`config.mk`:
```
export PLATFORM = sky130hd
export DESIGN_NAME = issue_scoreboard
export DESIGN_NICKNAME = d
export VERILOG_FILES = /design/src/rtl/issue_scoreboard_pkg.sv /design/src/rtl/sb_slot_match.sv /design/src/rtl/issue_scoreboard.sv
export SDC_FILE = /design/constraint.sdc
export NUM_CORES = 1
export LEC_CHECK = 0
export ABC_CLOCK_PERIOD_IN_PS = 2300
export BUFFER_PORTS_ARGS = -buffer_cell sky130_fd_sc_hd__buf_2
export CAP_MARGIN = 20
export CELL_PAD_IN_SITES_DETAIL_PLACEMENT = 1
export CELL_PAD_IN_SITES_GLOBAL_PLACEMENT = 1
export CORE_MARGIN = 5
export CORE_UTILIZATION = 38
export DETAILED_ROUTE_END_ITERATION = 10
export PLACE_DENSITY = 0.9
export SLEW_MARGIN = 20
export SYNTH_ARGS = -nofsm -noshare
export SYNTH_HDL_FRONTEND = slang
export SYNTH_SLANG_ARGS = --single-unit
export TNS_END_PERCENT = 30
```
`constraint.sdc`:
```
create_clock -name clock -period 2.3 [get_ports clock]
set_input_delay 0.115 -clock clock [delete_from_list [all_inputs] [get_ports clock]]
set_output_delay 0.115 -clock clock [all_outputs]
set_load 0.01 [all_outputs]
```
`src/rtl/issue_scoreboard_pkg.sv`:
```
// Shared types for the issue-stage scoreboard.
// Provides the register tag and word types, the scoreboard slot entry and
// the default pipeline depth from issue to writeback.
package issue_scoreboard_pkg;

    typedef logic [4:0]  tag_t;
    typedef logic [31:0] word_t;

    typedef struct packed {
        logic valid;
        tag_t rd;
    } sb_entry_t;

    // Cycles from issue to the writeback stage.
    localparam int unsigned SB_DEPTH = 3;

endpackage

```
`src/rtl/sb_slot_match.sv`:
```
// Hazard compare for one scoreboard slot.
// Ports:
//   entry_i          slot contents {valid, rd}
//   rs1_i, rs2_i     source tags of the decode instruction
//   use_rs1_i/_rs2_i source is actually read
//   hit_o            slot holds a pending write to a used source
module sb_slot_match
    import issue_scoreboard_pkg::*;
(
    input  sb_entry_t entry_i,
    input  tag_t      rs1_i,
    input  tag_t      rs2_i,
    input  logic      use_rs1_i,
    input  logic      use_rs2_i,
    output logic      hit_o
);

    // x0 is never allocated, so tag 0 cannot match a valid slot.
    always_comb begin
        hit_o = entry_i.valid &
                ((use_rs1_i & (entry_i.rd == rs1_i)) |
                 (use_rs2_i & (entry_i.rd == rs2_i)));
    end

endmodule

```
`src/rtl/issue_scoreboard.sv`:
```
// Issue-stage hazard scheduler.
// Tracks destination tags from issue until the writeback stage (slot DEPTH-1),
// holds decode on a RAW hazard and purges wrong-path slots on a redirect.
// Ports:
//   clock, reset        clock and synchronous active-high reset
//   issue_*             decode instruction: valid, sources, use bits, rd, writes_rd
//   redirect            writeback resolved a taken control transfer this cycle
//   issue_ready         decode instruction may advance
//   busy_mask           bit r set while register r has a pending write
//   inflight            number of valid slots
//   stall_count         saturating count of hazard-stall cycles
module issue_scoreboard
    import issue_scoreboard_pkg::*;
#(
    parameter int unsigned DEPTH = SB_DEPTH,
    parameter int unsigned CNT_W = 32
) (
    input  logic                       clock,
    input  logic                       reset,
    input  logic                       issue_valid,
    input  tag_t                       issue_rs1,
    input  tag_t                       issue_rs2,
    input  logic                       issue_use_rs1,
    input  logic                       issue_use_rs2,
    input  tag_t                       issue_rd,
    input  logic                       issue_writes_rd,
    input  logic                       redirect,
    output logic                       issue_ready,
    output word_t                      busy_mask,
    output logic [$clog2(DEPTH+1)-1:0] inflight,
    output logic [CNT_W-1:0]           stall_count
);

    localparam int unsigned IW = $clog2(DEPTH + 1);

    sb_entry_t        slots [DEPTH];
    logic [DEPTH-1:0] hits;
    logic             hazard;
    logic             alloc;
    sb_entry_t        new_entry;

    for (genvar g = 0; g < DEPTH; g++) begin : g_match
        sb_slot_match u_match (
            .entry_i   (slots[g]),
            .rs1_i     (issue_rs1),
            .rs2_i     (issue_rs2),
            .use_rs1_i (issue_use_rs1),
            .use_rs2_i (issue_use_rs2),
            .hit_o     (hits[g])
        );
    end

    always_comb begin
        hazard          = |hits;
        issue_ready     = ~hazard & ~redirect;
        alloc           = issue_valid & issue_ready & issue_writes_rd & (issue_rd != '0);
        new_entry.valid = alloc;
        new_entry.rd    = alloc ? issue_rd : '0;
    end

    always_comb begin
        busy_mask = '0;
        inflight  = '0;
        for (int unsigned s = 0; s < DEPTH; s++) begin
            if (slots[s].valid) begin
                busy_mask[slots[s].rd] = 1'b1;
            end
            inflight = inflight + IW'(slots[s].valid);
        end
    end

    // The shift never stalls. On a redirect every slot younger than writeback
    // is wrong-path, so nothing moves forward; the writeback slot retires.
    always_ff @(posedge clock) begin
        if (reset) begin
            for (int unsigned s = 0; s < DEPTH; s++) begin
                slots[s] <= '0;
            end
            stall_count <= '0;
        end else begin
            slots[0] <= new_entry;
            for (int unsigned s = 1; s < DEPTH; s++) begin
                slots[s] <= redirect ? '0 : slots[s-1];
            end
            if (issue_valid && hazard && !redirect && (stall_count != '1)) begin
                stall_count <= stall_count + 1'b1;
            end
        end
    end

endmodule
```
# Word level (Yosys, flattened, before mapping)
# Memory sizes are Yosys's and may differ from the RTL's.
# Cells that the tools add are included.
# op_classes
n_addsub	3
mul	0
div_mod_pow	0
order_cmp	6
n_eq_ne	7
shifts	0
n_mux	18
bitwise	23
reduce_logical	9
# op_table
cell	count
2-to-1 mux 32 bit	3
OR 32 bit	2
adder 32 x 1 -> 32 bit, second input constant	1
inequality test 32 bit, second input constant	1
== test 5 bit	6
2-to-1 mux 6 bit	5
< comparator 5 x 6 -> 1 bit, second input constant	3
demux 1 bit (select 5 bit)	3
greater-or-equal comparator 5 x 1 -> 1 bit, second input constant	3
AND 1 bit	13
logical AND 1 bit	6
2-to-1 mux 1 bit	6
OR 1 bit	6
2-to-1 mux 5 bit	1
nonzero test 5 bit	1
OR reduction 3 bit	1
adder 1 x 1 -> 2 bit	1
adder 2 x 1 -> 2 bit	1
inverter 1 bit	2
zero test 1 bit	1
# word_totals
ff_bits	32
latch_bits	0
ramBits	18
rom_bits	0
input_bits	22
out_inout_bits	67
word_cells	68
n_memories	1
# memory_table
memory	depth	word_bits	read_ports	rd_clocked_by_memory_dff	wr	line	rtl
slots	3	6	3	0	3	issue_scoreboard.sv:36	sb_entry_t slots [DEPTH];

# Depth between registers and ports, before layout
# depth
depth_word	12
depth_mapped	11
mapped_depth_nobuf	7

# Modules after synthesis
# Synthesis repeated with hierarchy kept, for this count alone.
# hier_totals
hier_cells	441
area_unflattened_um2	3367.0
# by_module_without_submodules
mod	instances	cells_each	area_per_inst_um2	seq_area_each_um2
issue_scoreboard	1	396	3017.9	1001.0
sb_slot_match	3	15	116.4	0.0

# Least setup slack after synthesis
# Ideal clock, no wire load.
# synth_path
path_type	reg2reg
startpoint	register stall_count[0]
endpoint	register stall_count[11]
setup_time_ns	0.070
t_arrival_ns	1.954
t_required_ns	2.230
setup_slack_ns	0.276
stages_incl_launch_ff	9
path_cell_list	dfxtp_1 > ha_1 > and3_1 > and2_1 > nand4_2 > nand2_1 > clkbuf_1 > or4_1 > a21oi_1
# synth_between
elab_chain_cells	2
elab_cells_between_ends	3
# synth_rtl
element	line	rtl
from (decl)	issue_scoreboard.sv:31	output logic [CNT_W-1:0] stall_count
from (signal assigned)	issue_scoreboard.sv:86	stall_count <= stall_count + 1'b1;
parallel branches: the longest is 2 deep, another holds adder 32 x 1 -> 32 bit	-	
# Parallel ways; which one is timed is not known.
# A chain may end at the register's enable or synchronous reset.

==> flow_summary.yaml <==
status:
  status: "finished, violations left"
  violations: "negative setup slack"
hold_path:
  hold_end: "slots[0][3]"
  hold_path_class: "in -> reg"
  hold_depth: 2
  min_from: "issue_rd[3]"
cts:
  insertion_delay_ns: 0.34
  cts_sinks: 50
  cts_tree: "done"
  postCtsHoldBufs: 0
  h-tree-depth: 2
  clkTransAtPathRegs_ns: 0.12
  cts_buffer_depth: 2
  root_buffer: "clkbuf_8"
  cts_made_buffers: 5
floorplan:
  pin_count: 89
  die_w_um: 105
  start_util: 0.393
  rows: 34
  core_area_sq_mm: 0.00876
  fp.dieH_um: 105
  die_area_sq_mm: 0.0111
route:
  vias: 4060
  wl_per_cell_um: 20.8
  drc_errors: 0
  viasPerCell: 6.22
  wl_um: 13600
  firstDrtPassIters: 5
  ant_nets: 0
  drt_iter0_drc: 331
placement:
  dpl_worst_slack_ns: 0.0704
  place.gp.congestion: 0.961
  place_hpwl_um: 9150
  io_buffers: 88
sta:
  period_share: 1.04
  fmax_mhz: 420
  finalSetupViolCount: 4
  final.min_clock_period_ns: 2.38
  slew_headroom: 0.551
  skew_ns: 0.0262
  layout_setup_ws_ns: -0.0827
  slew_violations: 0
  worst_hold_slack_ns: 0.0165
  timing.final.hold_violations: 0
  tightest_slew_ns: 0.671
  rsz0062_at_grt: "yes"
pwr:
  ir_worst_vdd_uv: 231
  p_sw_frac: 0.253
  p_int_uw: 1250
  power_frac_comb: 0.076
  p_clk_frac: 0.401
  p_leak_uw: 0.00207
  power.density_mw_per_mm2: 383
  seq_power_share: 0.523
  netSwitchingPower_uw: 423
cells_and_area:
  nets: 568
  diodes: 0
  drive_gt1_frac: 0.290
  syn2layout_area_growth_pct: 26.4
global_route:
  grt_pass1_wl_um: 20400
  grt_max_degree: 66
  grt_antenna_before_repair: 0
  grt_pass1_vias: 4137
  grt_overflow: 0
  grt_usage: 0.218
setup_path:
  required_ns: 2.55
  arrival_ns: 2.64
  critPathMostFrequentCell: "nand4_1"
  slowest_delay_ns: 0.54
  r2r-start: "slots[0][6]"
  rrSetupSlack_ns: -0.08
  worst_setup_path_end_kind: "flop"
  start_kind: "flop"
  critPathMaxFanout: 17
  r2r_cells: 8
  r2r-end: "stall_count[17]"
  slowest_stage: "or4_1"
  path_class: "reg -> reg"
  crit_path_cell_trace: "xor2_1 -> nor4_1 -> nand4_1 -> nand4_1 -> a21oi_4 -> buf_12 -> or4_1 -> a21oi_1"
synth:
  synth_top_cell_by_area: "dfxtp_1"
  synthDistinctLibCells: 36
  ys_ff_latch: 50
  ys_warn_count: 0
  synth.area.top_cells: "dfxtp_1 29%, nand2_1 8.1%, a22oi_1 6.5%"
  avgSynthCellArea_sq_um: 7.66
  syn_area_sq_mm: 0.00345
  synth_top_area_share: 0.290
  syn_inst: 450
  yosysSeqAreaShare: 0.290
  synth_fp_nets: 474
flow_run:
  maxCapViolCount: 0
-- metrics by stage --
stage	area [sq um]	std cells	utilization	power [uW]	setup TNS [ns]
floorplan	3450	450	-	951	0
global placement	4120	642	0.470	1000	0
detailed placement	4120	642	0.470	1010	0
CTS	4240	650	0.484	1660	0
global route	4360	653	0.497	1720	-1.76
finish	4360	653	0.497	1670	-0.160
-- final cells by class --
class                           instances  area (sq um)
Fill cell                            1142          4410
Multi-Input combinational cell        357          2300
Sequential cell                        50          1010
Timing Repair Buffer                  125           778
Tap cell                              108           135
Clock buffer                            5          68.8
Clock inverter                          3          47.5
Inverter                                5          18.8
-- timing repair --
action                     CTS  global route
gates resized for setup      1            19
buffers inserted             0             1
cloned                       0             2
setup endpoints to repair    1            23
pin swaps                    0             8
-- cells by family after synthesis --
kind of cell,share of synthesized area
AO/OA/AOI/OAI,0.173
flip-flops,0.290
buffers and inverters,0.0599
AND/OR/NAND/NOR,0.378
XOR/XNOR,0.0763
adder cells (fa/ha/maj),0.00944
multiplexers,0.0131
-- Yosys cell counts --
master / number
ha_1: 1
buf_2: 9
a222oi_1: 2
and3b_1: 10
buf_4: 3
nand2_1: 74
a21oi_1: 26
nand4_1: 18
xor2_1: 24
o41ai_1: 1
nor4_2: 1
nand4_2: 1
clkbuf_1: 22
o31ai_1: 21
nor3_1: 5
dfxtp_1: 50
a22oi_1: 30
or4_1: 22
nor3b_1: 14
inv_1: 5
and3_1: 21
nor2_1: 12
mux2_2: 4
or3_1: 7
buf_6: 3
nor4_1: 7
buf_1: 1
a21oi_2: 1
fa_1: 1
xnor2_1: 6
nor2b_1: 8
nand3_1: 12
o21ai_0: 7
o311a_1: 1
and4_1: 2
and2_1: 18
-- routing by layer --
layer | vias up | share of wire | GRT usage
li1 | 1840 | - | -
met1 | 1996 | 0.41 | 0.273
met2 | 180 | 0.49 | 0.386
met3 | 44 | 0.064 | 0.0342
met4 | 0 | 0.027 | 0.0621
met5 | - | 0 | 0
-- how the worst max path moves through the flow --
stage | cells after the start | start | endpoint
after floorplan | 8 | stall_count[0] | stall_count[11]
after global placement | 8 | slots[0][13] | stall_count[9]
after CTS | 8 | slots[0][3] | stall_count[19]
after detailed placement | 8 | slots[0][4] | stall_count[19]
after global routing | 8 | slots[0][6] | stall_count[17]
final | 8 | slots[0][6] | stall_count[17]
-- critical path, delay by kind of cell, from the launching register on --
kind            cells  cell delay [ns]
flops               1             0.38
compound gates      2             0.31
simple gates        4             1.24
xor+xnor            1             0.18
buf+inv             1             0.18
-- layout by cell type (no fill, tap or decap), drive strengths merged, types with 8 or more instances in the layout --
master,count
a21oi,27
a22oi,30
and2,18
and3,21
and3b,10
buf,123
dfxtp,50
nand2,74
nand3,12
nand4,19
nor2,12
nor2b,8
nor3b,14
nor4,8
o31ai,21
or4,22
xor2,24
-- power by group through the flow --
stage | logic (uW) | registers (uW) | clock network, uW
2_1_floorplan | 60.8 | 890 | 0
3_3_place_gp | 113 | 892 | 0
3_5_place_dp | 118 | 892 | 0
4_1_cts | 120 | 872 | 671
5_1_grt | 135 | 873 | 711
6_report | 127 | 872 | 669
-- registers in the layout (all words and copies together), names as in the netlist --
signal       flops
slots           18
stall_count     32
No activity file was read; power rests on OpenSTA's default activity.
